$ cat src/rtl/multicycle_controller.sv
// Multicycle RISC-V style main controller FSM.
// Sequences fetch/decode/execute/memory/writeback for lw, sw, R-type,
// I-type ALU, beq and jal, and handshakes with a unified memory through
// mem_ready. Optional feature macro: MC_ILLEGAL_HALT_EN -- when defined, an
// unknown opcode parks the FSM in HALT with illegal=1 until reset; when
// undefined, unknown opcodes are dropped and the FSM refetches.
module multicycle_controller (
  input  logic       clk,
  input  logic       reset,
  input  logic [6:0] op,
  input  logic       zero,
  input  logic       mem_ready,
  output logic       pc_write,
  output logic       adr_src,
  output logic       mem_write,
  output logic       ir_write,
  output logic [1:0] result_src,
  output logic [1:0] alu_src_a,
  output logic [1:0] alu_src_b,
  output logic [1:0] imm_src,
  output logic       reg_write,
  output logic [1:0] alu_op,
  output logic       retire,
  output logic       illegal,
  output logic [3:0] state
);

  localparam logic [6:0] OP_LW   = 7'b0000011;
  localparam logic [6:0] OP_SW   = 7'b0100011;
  localparam logic [6:0] OP_R    = 7'b0110011;
  localparam logic [6:0] OP_I    = 7'b0010011;
  localparam logic [6:0] OP_BEQ  = 7'b1100011;
  localparam logic [6:0] OP_JAL  = 7'b1101111;

  typedef enum logic [3:0] {
    S_FETCH    = 4'd0,
    S_DECODE   = 4'd1,
    S_MEMADR   = 4'd2,
    S_MEMREAD  = 4'd3,
    S_MEMWB    = 4'd4,
    S_MEMWRITE = 4'd5,
    S_EXECUTER = 4'd6,
    S_ALUWB    = 4'd7,
    S_EXECUTEI = 4'd8,
    S_JAL      = 4'd9,
    S_BEQ      = 4'd10
`ifdef MC_ILLEGAL_HALT_EN
    ,
    S_HALT     = 4'd11
`endif
  } state_t;

  state_t state_q;
  state_t state_d;

  assign state = state_q;

  // State register; reset wins from any state, including mid-access and HALT.
  always_ff @(posedge clk) begin
    if (reset) begin
      state_q <= S_FETCH;
    end else begin
      state_q <= state_d;
    end
  end

`ifdef MC_ILLEGAL_HALT_EN
  logic illegal_q;

  // Sticky illegal flag, raised on the edge that enters HALT.
  always_ff @(posedge clk) begin
    if (reset) begin
      illegal_q <= 1'b0;
    end else if (state_d == S_HALT) begin
      illegal_q <= 1'b1;
    end
  end

  assign illegal = illegal_q;
`else
  assign illegal = 1'b0;
`endif

  // Immediate format depends only on the opcode, so it is ready in DECODE.
  always_comb begin
    imm_src = 2'b00;
    case (op)
      OP_SW:   imm_src = 2'b01;
      OP_BEQ:  imm_src = 2'b10;
      OP_JAL:  imm_src = 2'b11;
      default: imm_src = 2'b00;
    endcase
  end

  // Next-state and per-state datapath controls; enables are masked by reset.
  always_comb begin
    state_d    = state_q;
    pc_write   = 1'b0;
    adr_src    = 1'b0;
    mem_write  = 1'b0;
    ir_write   = 1'b0;
    result_src = 2'b00;
    alu_src_a  = 2'b00;
    alu_src_b  = 2'b00;
    reg_write  = 1'b0;
    alu_op     = 2'b00;
    retire     = 1'b0;

    case (state_q)
      S_FETCH: begin
        // PC+4 is computed and written back the same cycle the instruction lands.
        alu_src_b  = 2'b10;
        result_src = 2'b10;
        ir_write   = mem_ready;
        pc_write   = mem_ready;
        state_d    = mem_ready ? S_DECODE : S_FETCH;
      end
      S_DECODE: begin
        // Branch/jump target precomputed from old PC + immediate.
        alu_src_a = 2'b01;
        alu_src_b = 2'b01;
        case (op)
          OP_LW, OP_SW: state_d = S_MEMADR;
          OP_R:         state_d = S_EXECUTER;
          OP_I:         state_d = S_EXECUTEI;
          OP_BEQ:       state_d = S_BEQ;
          OP_JAL:       state_d = S_JAL;
`ifdef MC_ILLEGAL_HALT_EN
          default:      state_d = S_HALT;
`else
          default:      state_d = S_FETCH;
`endif
        endcase
      end
      S_MEMADR: begin
        alu_src_a = 2'b10;
        alu_src_b = 2'b01;
        state_d   = (op == OP_SW) ? S_MEMWRITE : S_MEMREAD;
      end
      S_MEMREAD: begin
        adr_src = 1'b1;
        state_d = mem_ready ? S_MEMWB : S_MEMREAD;
      end
      S_MEMWB: begin
        result_src = 2'b01;
        reg_write  = 1'b1;
        retire     = 1'b1;
        state_d    = S_FETCH;
      end
      S_MEMWRITE: begin
        // Write strobe held until the memory accepts; retire on acceptance.
        adr_src   = 1'b1;
        mem_write = 1'b1;
        retire    = mem_ready;
        state_d   = mem_ready ? S_FETCH : S_MEMWRITE;
      end
      S_EXECUTER: begin
        alu_src_a = 2'b10;
        alu_op    = 2'b10;
        state_d   = S_ALUWB;
      end
      S_EXECUTEI: begin
        alu_src_a = 2'b10;
        alu_src_b = 2'b01;
        alu_op    = 2'b10;
        state_d   = S_ALUWB;
      end
      S_ALUWB: begin
        reg_write = 1'b1;
        retire    = 1'b1;
        state_d   = S_FETCH;
      end
      S_JAL: begin
        // Jump target from ALUOut; ALU forms old PC + 4 for the link write.
        alu_src_a = 2'b01;
        alu_src_b = 2'b10;
        pc_write  = 1'b1;
        state_d   = S_ALUWB;
      end
      S_BEQ: begin
        alu_src_a = 2'b10;
        alu_op    = 2'b01;
        pc_write  = zero;
        retire    = 1'b1;
        state_d   = S_FETCH;
      end
`ifdef MC_ILLEGAL_HALT_EN
      S_HALT: begin
        state_d = S_HALT;
      end
`endif
      default: begin
        state_d = S_FETCH;
      end
    endcase

    if (reset) begin
      pc_write  = 1'b0;
      ir_write  = 1'b0;
      reg_write = 1'b0;
      mem_write = 1'b0;
      retire    = 1'b0;
    end
  end

endmodule
$ cat config.mk
export PLATFORM = sky130hd
export DESIGN_NAME = multicycle_controller
export DESIGN_NICKNAME = d
export VERILOG_FILES = /design/src/rtl/multicycle_controller.sv
export SDC_FILE = /design/constraint.sdc
export NUM_CORES = 1
export LEC_CHECK = 0
export ABC_CLOCK_PERIOD_IN_PS = 2240
export CORE_UTILIZATION = 40
export CTS_CLUSTER_DIAMETER = 50
export DETAILED_ROUTE_END_ITERATION = 8
export HOLD_SLACK_MARGIN = 0.12
export PLACE_DENSITY = 0.86
export SYNTH_ARGS = -nofsm -noshare
export SYNTH_HDL_FRONTEND = slang
export SYNTH_SLANG_ARGS = --single-unit
$ cat constraint.sdc
create_clock -name clk -period 2.24 [get_ports clk]
set_input_delay 0.336 -clock clk [delete_from_list [all_inputs] [get_ports clk]]
set_output_delay 0.336 -clock clk [all_outputs]
set_load 0.02 [all_outputs]
==> results of run 1 <==
## repair_timing
action	in CTS	in global routing
resized for setup	4	8
endpoints found under the setup margin	3	7
setup buffers	0	0
## logic make-up (layout without fill, tap and decap cells)
kind of cell | count (synthesis) | count (layout) | share of synthesized area, %
AND/OR/NAND/NOR | 43 | 43 | 46.07
AO/OA/AOI/OAI | 20 | 20 | 23.80
buffers and inverters | 7 | 52 | 5.677
XOR/XNOR | 4 | 4 | 6.115
flip-flops | 4 | 4 | 13.97
adder cells (fa/ha/maj) | 1 | 1 | 1.965
other | 1 | 1 | 0.6544
multiplexers | 1 | 1 | 1.747
## power groups by stage
stage | clock network (uW) | registers, uW | logic (uW)
finish | 82.0 | 74.4 | 115
global route | 93.0 | 74.3 | 124
CTS | 85.0 | 74.4 | 114
detailed placement | 0 | 75.4 | 113
global placement | 0 | 75.4 | 111
floorplan | 0 | 78.1 | 47.1
## per-stage QoR
step,cell area (um^2),setup slack [ns],util (%)
2_1_floorplan,573.1,0.05069,-
3_3_place_gp,998.5,-0.3002,75.78
3_5_place_dp,998.5,-0.3196,75.78
4_1_cts,1026,-0.02977,77.87
5_1_grt,1042,0.01736,79.11
6_report,1042,0.09906,79.11
## worst max path at each step
| stage | depth (start not counted) | endpoint |
|---|---|---|
| finish | 5 | imm_src[0] |
| global route | 3 | reg_write |
| CTS | 5 | imm_src[0] |
| detailed placement | 5 | imm_src[0] |
| global placement | 5 | imm_src[0] |
| floorplan | 3 | retire |
## per-layer routing
metal  part of all wire (%)  up-vias  GRT usage (%)  wire length [um]
met5                      0        -              0                 0
met4                      0        0          1.724                 0
met3                    7.1        0          1.705               131
met2                     53       46          53.28               980
met1                     40      360          29.57               728
li1                       -      391              -                 -
## final cells by class
cell class / instances / share of cell area [%]
Tap cell: 15 / 1.801
Timing Repair Buffer: 48 / 42.14
Sequential cell: 4 / 7.683
Clock buffer: 3 / 2.161
Multi-Input combinational cell: 70 / 45.86
Inverter: 1 / 0.3601
## worst max-delay path, delay by kind of cell
family	cells	cell delay, ns
simple gates	2	0.68
buf+inv	2	0.69
compound gates	1	0.10
## placed cells by master, fill, tap and decap left out, drive strengths merged, types with 2 or more instances in the layout
cell type | synthesis | routed
clkdlybuf4s50 | 0 | 24
buf | 3 | 18
nor3 | 9 | 9
nor2 | 9 | 9
a21oi | 7 | 7
nand2b | 5 | 5
o21ai | 4 | 4
dlymetal6s2s | 0 | 4
dfxtp | 4 | 4
clkbuf | 3 | 4
nor2b | 3 | 3
xor2 | 2 | 2
nand2 | 2 | 2
xnor2 | 2 | 2
nor3b | 2 | 2
nor4b | 2 | 2
nor4 | 2 | 2
==> impl_results.md, run 1 <==
* Via-to-Cell Ratio at 5.652
* Final hold slack at 0.7418 ns
* Largest net degree at the start of global routing at 15
* Critical Path Slowest Stage Cell: clkdlybuf4s50_1
* LEAKAGE at 0.0004908 uW
* Final setup vio count at 0
* Min cycle time layout at 2.141 ns
* # port buffers at 30
* Final Power at 271.6 uW
* Fmax at 0.4671 GHz
* Synth warn at 0
* Post-Synthesis Cells at 81
* Worst-path clk slew at 0.03 ns
* Clk buf depth at 2
* Post-synth ARST share at 0%
* Critical Path AT at 1.80 ns
* Routed vias at 797
* Max VDD drop at 0.2891 mV
* Reg2Reg Launch Point: state[2]
* Fin crit share at 95.58%
* Register area at 80.08 um^2
* Initial cell density of the core at 43.49%
* Most frequent cells after synthesis: 9 x nor2_1, 9 x nor3_1, 7 x a21oi_1
* Wire length per cell at 13.05 um
* Worst-path cell chain: clkdlybuf4s50_1 > and4bb_1 > or4b_1 > o21ai_0 > clkbuf_2
* Worst R2R End: state[1]
* DR iter-0 viols at 30
* EDFF count, synth at 0
* CP Launch Type: input pin
* CTS buffer count at 3
* DRC at 0
* Switching power total at 76.47 uW
* CTS tree: yes
* Comb pwr share at 42.4%
* Share of cells above drive strength 1 at 22.22%
* WS Path Type: in2out
* Core Area at 0.001318 mm^2
* Hold endpoint: state[3]
* Drt first pass iters at 4
* Syn nets at 92
* PD cells at 260.6 mW/mm^2
* P_int at 195.2 uW
* Num Clock Sinks at 4
* Flop2flop setup slack at 0.70 ns
* CP Capture Type: primary output
* Clk_skew at 0.0008336 ns
* Antenna Cells at 0
* Root buffer cell: clkbuf_4
* CP Max Fanout at 3
* Reg power frac at 27.4%
* Final cell count without fillers at 141
* Global placement routability congestion at 0.8630
* Outcome: completed
* Die Y at 39.85 um
* Mapped Area at 573.1 um^2
* Synthesized area per cell at 7.075 um^2
* P&R area growth vs syn at 81.88%
* Worst setup path startpoint: op[0]
* Netlist cell types at 39
* Initial antenna violation count at 0
* Synth area leaders: dfxtp_1 14%, nor3_1 7.9%, a21oi_1 6.1%
* Routed WL at 1840 um
* Area occupied by multi-input gates at 478.0 um^2
* Sw frac at 28.15%
* Max-Cap Viols at 0
* Congestion Overflow GR at 0
* Ports at 32
* Remaining antenna violation count after routing at 0
* HPWL after detailed placement at 1459 um
* Unrepaired setup endpoints after global routing: false
* CP peak stage delay at 0.50 ns
* Site row count at 13
* #FFs+latches synth at 4
* Reg2Reg Depth at 5
* Hold path depth at 3
* Max-slew violation count at 0
* First-pass GRT wire length at 2856 um
* DP Cell Count at 138
* Fill cells at 102
* WP data required at 1.90 ns
* Worst-skew pair later-pin latency at 0.22 ns
* Nets at 139
* HP Start: state[1]
* Max H-tree Level at 1
* Fin. Hold Viols at 0
* Worst hold path class: reg2reg
* Die X at 39.85 um
* Area leader, netlist: dfxtp_1
* Sequential fraction of the synthesis area at 13.97%
* Clock power frac at 30.2%
* Max FFs per register at 4
* Top cell type's share of synthesized area at 13.97%
* Setup_tns at 0 ns
* Full die area at 0.001588 mm^2
* GRT Overall Usage at 26.14%
* Vias in the first global route at 682
* Hold bufs inserted after CTS at 0
* Main synth FF type: dfxtp_1
Power figures use the tool's default switching activity.
==> run 2, diff against run 1 <==
--- a/config.mk
+++ b/config.mk
@@ -10,6 +10,7 @@
 export CTS_CLUSTER_DIAMETER = 50
 export DETAILED_ROUTE_END_ITERATION = 8
 export HOLD_SLACK_MARGIN = 0.12
+export MAX_ROUTING_LAYER = met4
 export PLACE_DENSITY = 0.86
 export SYNTH_ARGS = -nofsm -noshare
 export SYNTH_HDL_FRONTEND = slang
==> run 2 against run 1 <==
  * Final cell count did not move
  * Cell area is the same
  * Core utilization unchanged
==> impl_results.md, run 2 (same netlist as run 1, synthesis figures left out) <==
* # port buffers at 30 (unchanged)
* Core Area at 0.001318 mm^2 (unchanged)
* Initial antenna violation count at 0 (unchanged)
* Comb pwr share at 42.4% (about the same)
* HP Start: state[1]
* Routed vias at 772 (-3.1%)
* Met3 Usage GRT at 1.705% (unchanged)
* WP data required at 1.90 ns (about the same)
* Hold endpoint: state[3]
* Sw frac at 28.17% (about the same)
* Largest net degree at the start of global routing at 15 (unchanged)
* Worst-path clk slew at 0.03 ns (about the same)
* Clk buf depth at 2 (unchanged)
* GRT busiest layer: met2
* Met1 Track Usage GR at 29.57% (unchanged)
* Max H-tree Level at 1 (unchanged)
* Hold bufs inserted after CTS at 0 (unchanged)
* DRC at 0 (unchanged)
* CP Launch Type: input pin
* Share of cells above drive strength 1 at 22.22% (unchanged)
* GRT Overall Usage at 26.76% (+0.62 points)
* PD cells at 260.7 mW/mm^2 (about the same)
* Setup_tns at 0 ns (unchanged)
* Critical Path AT at 1.80 ns (about the same)
* Drt first pass iters at 4 (unchanged)
* Worst-path cell chain: clkdlybuf4s50_1 > and4bb_1 > or4b_1 > o21ai_0 > clkbuf_2
* LEAKAGE at 0.0004908 uW (unchanged)
* Nets at 139 (unchanged)
* P&R area growth vs syn at 81.88% (unchanged)
* Switching power total at 76.53 uW (about the same)
* Max-slew violation count at 0 (unchanged)
* Num Clock Sinks at 4 (unchanged)
* Initial cell density of the core at 43.49% (unchanged)
* Worst-skew pair later-pin latency at 0.22 ns (about the same)
* Max VDD drop at 0.2894 mV (+0.11%)
* CP Max Fanout at 3 (unchanged)
* Die Y at 39.85 um (unchanged)
* Root buffer cell: clkbuf_4
* HPWL after detailed placement at 1459 um (unchanged)
* Post-cts sizing count at 4 (unchanged)
* Remaining antenna violation count after routing at 0 (unchanged)
* CTS tree: yes
* Min cycle time layout at 2.140 ns (-0.001129 ns)
* Site row count at 13 (unchanged)
* Critical Path Slowest Stage Cell: clkdlybuf4s50_1
* Final setup vio count at 0 (unchanged)
* Unrepaired setup endpoints after global routing: false
* Reg power frac at 27.4% (about the same)
* Die X at 39.85 um (unchanged)
* Flop2flop setup slack at 0.70 ns (about the same)
* Post-route setup slack at 0.1002 ns (+0.001129 ns)
* Worst hold path class: reg2reg
* DP Cell Count at 138 (unchanged)
* Fin crit share at 95.53% (about the same)
* DR iter-0 viols at 29 (-3.3%)
* Hold path depth at 3 (unchanged)
* Wire length per cell at 13.08 um (+0.22%)
* Vias in the first global route at 680 (-0.29%)
* Global placement routability congestion at 0.8769 (+1.6%)
* CP peak stage delay at 0.50 ns (about the same)
* Congestion Overflow GR at 0 (unchanged)
* Antenna Cells at 0 (unchanged)
* Ports at 32 (unchanged)
* Routed WL at 1844 um (+0.22%)
* P_int at 195.2 uW (unchanged)
* Final Power at 271.7 uW (about the same)
* Outcome: completed
* Most common cell after layout, fill and taps aside: clkdlybuf4s50_1
* First-pass GRT wire length at 2856 um (unchanged)
* Max FFs per register at 4 (unchanged)
* Reg2Reg Depth at 5 (unchanged)
* Grt met2 use at 53.28% (unchanged)
* Full die area at 0.001588 mm^2 (unchanged)
* Final cell count without fillers at 141 (unchanged)
* Pre-CTS setup slack at -0.3196 ns (unchanged)
* Via-to-Cell Ratio at 5.475 (-3.1%)
* CP Capture Type: primary output
* Final instance area at 0.001042 mm^2 (unchanged)
* Reg2Reg Launch Point: state[2]
* Fmax at 0.4673 GHz (about the same)
* Post-CTS setup buffers at 0 (unchanged)
* Max-Cap Viols at 0 (unchanged)
* CTS buffer count at 3 (unchanged)
* Placed Area at 998.5 um^2 (unchanged)
* Worst R2R End: state[1]
* Clock power frac at 30.2% (about the same)
* Fin. Hold Viols at 0 (unchanged)
* Most frequent cells in the layout: 24 x clkdlybuf4s50_1, 18 x buf_4, 9 x nor3_1, 8 x nor2_1, 7 x a21oi_1
* WS Path Type: in2out
* Clk_skew at 0.0008336 ns (unchanged)
==> run 2: cell counts in the layout (fill, tap and decap cells not counted) <==
No cell type changed its count.
==> run 2: layout make-up <==
type	count	area, um^2
Tap cell	15	18.77
Inverter	1	3.754
Clock buffer	3	22.52
Timing Repair Buffer	48	439.2
Sequential cell	4	80.08
Multi-Input combinational cell	70	478.0
Fill cell	102	275.3
==> run 2: worst max path at each step <==
stage / start / endpoint / cells after the start
after floorplan: state[0] / retire / 3
after global placement: op[0] / imm_src[0] / 5
after detailed placement: op[2] / imm_src[0] / 5
after CTS: op[2] / imm_src[0] / 5
after global routing: reset / reg_write / 3
final: op[0] / imm_src[0] / 5
==> run 2: metrics by stage <==
stage	util [%]	hold slack, ns
floorplan	-	0.4039
global placement	75.78	0.7239
detailed placement	75.78	0.7240
CTS	77.87	0.7392
global route	79.11	0.8124
finish	79.11	0.7442
==> run 2: power by group through the flow <==
stage	clock, uW	combinational (uW)	sequential (uW)
2_1_floorplan	0	47.1	78.1
3_3_place_gp	0	111	75.4
3_5_place_dp	0	113	75.4
4_1_cts	85.0	114	74.4
5_1_grt	93.0	124	74.3
6_report	82.0	115	74.4
==> run 2: critical path: cells and delay by family <==
family / cells / cell delay, ns
compound gates: 1 / 0.10
buf+inv: 2 / 0.69
simple gates: 2 / 0.68
==> run 2: layer usage <==
layer / vias up / part of all wire, %
met5: - / 0
met4: 0 / 0
met3: 0 / 5.7
met2: 39 / 53
met1: 344 / 41
li1: 389 / -
